==> config.mk <==
export PLATFORM = sky130hd
export DESIGN_NAME = key_debounce_flat
export DESIGN_NICKNAME = d
export VERILOG_FILES = /design/src/rtl/key_debounce_if.sv /design/src/rtl/key_debounce.sv /design/src/flat_wrapper.sv
export SDC_FILE = /design/constraint.sdc
export NUM_CORES = 1
export LEC_CHECK = 0
export ABC_CLOCK_PERIOD_IN_PS = 3250
export CAP_MARGIN = 20
export CORE_MARGIN = 2
export CORE_UTILIZATION = 45
export DETAILED_ROUTE_END_ITERATION = 6
export PLACE_DENSITY = 0.69
export RECOVER_POWER = 50
export SLEW_MARGIN = 5
export SYNTH_ARGS = -nofsm -noshare
export SYNTH_HDL_FRONTEND = slang
export SYNTH_SLANG_ARGS = --single-unit
==> constraint.sdc <==
create_clock -name clk -period 3.25 [get_ports clk]
set_clock_uncertainty 0.1 [all_clocks]
set_input_delay 0.65 -clock clk [delete_from_list [all_inputs] [get_ports clk]]
set_output_delay 0.65 -clock clk [all_outputs]
set_load 0.01 [all_outputs]
==> src/rtl/key_debounce_if.sv <==
// Push-button signal bundle: raw key level towards the debouncer,
// debounced level and press/release strobes back to the consumer.
interface key_debounce_if;
    logic key_raw;
    logic pressed;
    logic press_pulse;
    logic release_pulse;

    // Key source / event consumer side
    modport master (
        output key_raw,
        input  pressed,
        input  press_pulse,
        input  release_pulse
    );

    // Debouncer side
    modport slave (
        input  key_raw,
        output pressed,
        output press_pulse,
        output release_pulse
    );
endinterface

==> src/rtl/key_debounce.sv <==
// Push-button debouncer.
// The raw key is synchronised through a short flip-flop chain. A four-state
// FSM then accepts a level change only after STABLE_CYCLES consecutive
// identical samples. The outputs are a registered debounced level and
// single-cycle press/release strobes.
module key_debounce #(
    parameter int unsigned STABLE_CYCLES = 1000000,
    parameter int unsigned SYNC_STAGES   = 2,
    parameter bit          ACTIVE_LOW    = 1'b1
) (
    input  logic          clk,
    input  logic          rst,
    key_debounce_if.slave bus
);

    localparam int unsigned CNT_W = (STABLE_CYCLES > 2) ? $clog2(STABLE_CYCLES) : 1;
    localparam logic [CNT_W-1:0] CNT_MAX = CNT_W'(STABLE_CYCLES - 1);
    // Synchroniser reset level: whatever the pin shows when the key is idle
    localparam logic INACTIVE_LVL = ACTIVE_LOW;

    typedef enum logic [1:0] {
        UP        = 2'd0,
        WAIT_DOWN = 2'd1,
        DOWN      = 2'd2,
        WAIT_UP   = 2'd3
    } state_t;

    state_t           state_reg;
    state_t           state_next;
    logic [CNT_W-1:0] cnt_reg;
    logic [CNT_W-1:0] cnt_next;
    logic             pressed_reg;
    logic             press_pulse_reg;
    logic             release_pulse_reg;
    logic             sync;
    logic             act;

    // Synchroniser chain. Each stage is its own flop so that the chain depth
    // follows SYNC_STAGES.
    for (genvar gi = 0; gi < int'(SYNC_STAGES); gi++) begin : g_sync
        logic stage_reg;
        if (gi == 0) begin : g_first
            // First stage captures the asynchronous pin
            always_ff @(posedge clk or posedge rst) begin
                if (rst) stage_reg <= INACTIVE_LVL;
                else     stage_reg <= bus.key_raw;
            end
        end else begin : g_next
            // Later stages shift the previous stage along
            always_ff @(posedge clk or posedge rst) begin
                if (rst) stage_reg <= INACTIVE_LVL;
                else     stage_reg <= g_sync[gi-1].stage_reg;
            end
        end
    end

    assign sync = g_sync[SYNC_STAGES-1].stage_reg;
    // act = 1 means "key is physically held" regardless of pin polarity
    assign act  = sync ^ ACTIVE_LOW;

    // State and counter registers
    always_ff @(posedge clk or posedge rst) begin
        if (rst) begin
            state_reg <= UP;
            cnt_reg   <= '0;
        end else begin
            state_reg <= state_next;
            cnt_reg   <= cnt_next;
        end
    end

    // Next-state logic. The counter only runs in the two WAIT states and is
    // cleared on every state change, so it never passes CNT_MAX.
    always_comb begin
        state_next = state_reg;
        cnt_next   = '0;
        unique case (state_reg)
            UP: begin
                if (act) begin
                    state_next = WAIT_DOWN;
                    cnt_next   = CNT_W'(1);
                end
            end
            WAIT_DOWN: begin
                if (!act) begin
                    state_next = UP;
                end else if (cnt_reg == CNT_MAX) begin
                    state_next = DOWN;
                end else begin
                    cnt_next = cnt_reg + CNT_W'(1);
                end
            end
            DOWN: begin
                if (!act) begin
                    state_next = WAIT_UP;
                    cnt_next   = CNT_W'(1);
                end
            end
            WAIT_UP: begin
                if (act) begin
                    state_next = DOWN;
                end else if (cnt_reg == CNT_MAX) begin
                    state_next = UP;
                end else begin
                    cnt_next = cnt_reg + CNT_W'(1);
                end
            end
            default: begin
                state_next = UP;
            end
        endcase
    end

    // Registered outputs. They are decoded from the next state so that the
    // level and the strobes change on the same edge as the state.
    always_ff @(posedge clk or posedge rst) begin
        if (rst) begin
            pressed_reg       <= 1'b0;
            press_pulse_reg   <= 1'b0;
            release_pulse_reg <= 1'b0;
        end else begin
            pressed_reg       <= (state_next == DOWN) || (state_next == WAIT_UP);
            press_pulse_reg   <= (state_reg == WAIT_DOWN) && (state_next == DOWN);
            release_pulse_reg <= (state_reg == WAIT_UP) && (state_next == UP);
        end
    end

    assign bus.pressed       = pressed_reg;
    assign bus.press_pulse   = press_pulse_reg;
    assign bus.release_pulse = release_pulse_reg;

endmodule

==> src/flat_wrapper.sv <==
// flat-port wrapper written by rule: the top's interface ports become plain ports
module key_debounce_flat 
#(
    parameter int unsigned STABLE_CYCLES = 1000000,
    parameter int unsigned SYNC_STAGES   = 2,
    parameter bit          ACTIVE_LOW    = 1'b1
)
  (clk, rst, bus_key_raw, bus_pressed, bus_press_pulse, bus_release_pulse);
  key_debounce_if bus_i ();
  input  logic clk;
  input  logic rst;
  input wire logic [$bits(bus_i.key_raw)-1:0] bus_key_raw;
  output wire logic [$bits(bus_i.pressed)-1:0] bus_pressed;
  output wire logic [$bits(bus_i.press_pulse)-1:0] bus_press_pulse;
  output wire logic [$bits(bus_i.release_pulse)-1:0] bus_release_pulse;
  assign bus_i.key_raw = bus_key_raw;
  assign bus_pressed = bus_i.pressed;
  assign bus_press_pulse = bus_i.press_pulse;
  assign bus_release_pulse = bus_i.release_pulse;
  key_debounce #(.STABLE_CYCLES(STABLE_CYCLES), .SYNC_STAGES(SYNC_STAGES), .ACTIVE_LOW(ACTIVE_LOW)) u_core (.clk(clk), .rst(rst), .bus(bus_i));
endmodule
==> impl_summary.log <==
INFO  metric fill_cells = 254
INFO  metric max-vdd-ir-drop = ~0.00023 V
INFO  metric number_of_h_tree_branching_levels = 1
INFO  metric io_pins = 6
INFO  metric finalWeightedCongestion = 0.770
INFO  metric die-height = 56.9 um
INFO  metric setup_total_negative_slack = 0 ns
INFO  metric max_clock_freq = 439 MHz
INFO  metric largest_register_ff_count = 20
INFO  metric place.detailed.hpwl = 1.57 mm
INFO  metric internal = 391 uW
INFO  metric synth_nets = 129
INFO  metric cp-end-kind = flop
INFO  metric power_switching = 117 uW
INFO  metric drt_pre_antenna_iters = 4
INFO  metric drtAntennaViolNets = 0
INFO  metric timing.critical_path.slowest_cell_delay = 0.61 ns
INFO  metric critical_path.startpoint_type = flop
INFO  metric hold_path_class = reg2reg
INFO  metric rows = 19
INFO  metric timing.max_cap.violations = 0
INFO  metric power.density = 374 nW/um^2
INFO  metric cts-root-to-sink-buffers = 2
INFO  metric ctsResizeCount = 0
INFO  metric globalRouteTotalUtil = between 15 and 20%
INFO  metric fin_area = between 1000 and 1500 um^2
INFO  metric commonest_cells_after_routing_fill_and_taps_aside = dfrtp_1 (25), nor2_1 (14)
INFO  metric ys.warnings.count = 0
INFO  metric synthesis.area = 1260 um^2
INFO  metric detailed_place.area = 1330 um^2
INFO  metric drt-wirelength-per-cell = 14.1 um
INFO  metric worst_path_top_cell_family_by_delay = simple AND/OR/NAND/NOR gates
INFO  metric start_util = 46.5%
INFO  metric die_area = between 3000 and 4000 um^2
INFO  metric critPathRequiredTime = 3.42 ns
INFO  metric timing_worst_setup_path_type = reg2reg
INFO  metric num_antenna_cells = 0
INFO  metric final.min_clock_period = 2.28 ns
INFO  metric syn_to_final_growth = 7.64%
INFO  metric cts.sink_count = 27
INFO  metric critical_path_peak_fanout = 8
INFO  metric crit_arrival = 2.44 ns
INFO  metric gr-total-overflow = 0
INFO  metric post_drt_via_cell_ratio = 5.63
INFO  metric clk_latency = ~0.33 ns
INFO  metric final_core_utilization = 50.1%
INFO  metric power.sequential.fraction = 67.7%
INFO  metric core = approximately 2700 um^2
INFO  metric finalSetupViolations = 0
INFO  metric drt_wl_total = 2.28 mm
INFO  metric grt_setup_unrepaired = false
INFO  metric vias_in_the_first_global_route = 837
INFO  metric grt_first_pass_wirelength = 3.86 mm
INFO  metric outcome = finished clean
INFO  metric grt_start_max_net_pins = 28
INFO  metric power.switching_fraction = 23.0%
INFO  metric syn-instance-count = 125
INFO  metric clockPowerShare = approximately 29%
INFO  metric comb_power_share = 3.5%
INFO  metric clk_transition_reported_paths = 0.15 ns
INFO  metric tightestPinTransition = approximately 1.2 ns
INFO  metric root_buffer = clkbuf_4
INFO  metric layout.cells.most_common = dfrtp_1
INFO  metric cts_buffers = 3
INFO  metric worst-path-buf-inv = 0
INFO  metric final_nets = 135
INFO  metric cts_hold_buf = 0
INFO  metric layout-drive-gt1-share = roughly 7.7%
INFO  metric yosys_register_bits = 27
INFO  metric netlist-cell-type-count = 32
INFO  metric finalCritPeriodShare = around 70%
INFO  metric tritoncts = yes
INFO  metric crit_slowest_cell = or4_1
INFO  metric syn_area_per_cell = between 10 and 15 um^2
INFO  metric die_x = 56.9 um
INFO  metric timing.hold.ws = 0.268 ns
INFO  metric final_max_slew_viol_count = 0
INFO  metric timing.final.hold_violations = 0
INFO  metric ys_seq_area_share = 53.8%
INFO  metric via_count = about 900
INFO  metric number_of_antenna_violations_at_the_first_check_in_global_routing = 0
INFO  metric io_buffers = 5
INFO  metric postCtsSetupRepairBufs = 0
INFO  metric leakage = ~0.53 nW
INFO  metric first_iter_violations = 9
INFO  metric cp_cell_sequence = ha_1, nand2_1, or4_1, or4b_4, a21oi_2
INFO  metric design_power_total = 508 uW
INFO  metric drc_errors = 0
INFO  metric worst_relative_slew_slack = between 10% and 20%
==> power groups by stage <==
stage	Combinational (mW)	Clock (mW)	Sequential [mW]
finish	0.0177	0.146	0.344
global route	0.0210	0.164	0.345
CTS	0.0185	0.150	0.344
detailed placement	0.0185	0	0.350
global placement	0.0177	0	0.350
floorplan	0.0129	0	0.349
==> worst register-to-register path: cells and delay by family (launching register included) <==
family	cells	cell delay [ns]
AOI/OAI and AO/OA	1	0.15
and+or+nand+nor	3	1.32
DFF	1	0.43
adders and majority gates	1	0.23
==> metrics by stage <==
step,std cells,setup WS (ns)
after global routing,161,0.862
after CTS,160,0.990
final,161,0.974
after detailed placement,156,1.02
after floorplan,125,1.15
after global placement,156,1.08
==> worst paths after layout <==
path / cells past startpoint / slack, ns / startpoint / end
setup / recovery: 5 / 0.97 / u_core.cnt_reg[0] / u_core.cnt_reg[18]
hold / removal: 0 / 0.27 / u_core.g_sync[0].stage_reg / u_core.g_sync[1].stage_reg
setup reg to reg: 5 / 0.97 / u_core.cnt_reg[0] / u_core.cnt_reg[18]
hold reg to reg: 0 / 0.27 / u_core.g_sync[0].stage_reg / u_core.g_sync[1].stage_reg
max in group asynchronous: 3 / 1.14 / rst / u_core.cnt_reg[13]
min in group asynchronous: 2 / 0.52 / rst / u_core.cnt_reg[16]
==> final cells by class <==
class | count | area [um^2] | area share [%]
clock inverters | 1 | 5.00 | 0.369
repair buffers | 6 | 53.8 | 3.96
inverters | 7 | 26.3 | 1.94
flip-flops and latches | 27 | 678 | 50.0
multi-input cells | 86 | 533 | 39.3
clock buffers | 3 | 22.5 | 1.66
well taps | 31 | 38.8 | 2.86
==> synth_stat cells <==
library cell	number	area, um^2
mux2i_1	2	20.0
nor4_1	1	6.26
a21oi_2	1	8.76
xor2_1	5	43.8
ha_1	1	12.5
nand4_1	3	18.8
buf_2	4	20.0
nand3_2	1	10.0
or4b_4	1	13.8
inv_1	7	26.3
nand4b_1	1	8.76
or2_2	1	6.26
and3_1	2	12.5
nor3_1	3	15.0
a211oi_1	1	7.51
nor3b_1	1	7.51
xnor2_1	6	52.6
clkbuf_1	1	3.75
o21ai_0	4	20.0
or4b_1	1	10.0
nand2_1	6	22.5
a211o_1	1	8.76
dfrtp_1	25	626
nor2_1	14	52.6
o21ai_1	3	15.0
a21oi_1	7	35.0
or4_1	4	30.0
o31ai_1	1	7.51
and4_1	1	8.76
nand3_1	7	35.0
dfstp_2	2	52.6
or3_1	7	43.8
==> kinds of logic after synthesis <==
family | Yosys count | synth area share (%)
AO/OA/AOI/OAI | 18 | 8.14
XOR/XNOR | 11 | 7.64
adder cells (fa/ha/maj) | 1 | 0.992
buffers and inverters | 12 | 3.97
flip-flops | 27 | 53.8
multiplexers | 2 | 1.59
AND/OR/NAND/NOR | 54 | 23.9
==> routing by layer <==
layer	track usage [%]	part of all wire [%]
met5	0	0
met4	5.98	0.92
met3	2.27	2.0
met2	23.0	49
met1	22.1	48
(Power assumes the default switching activity.)
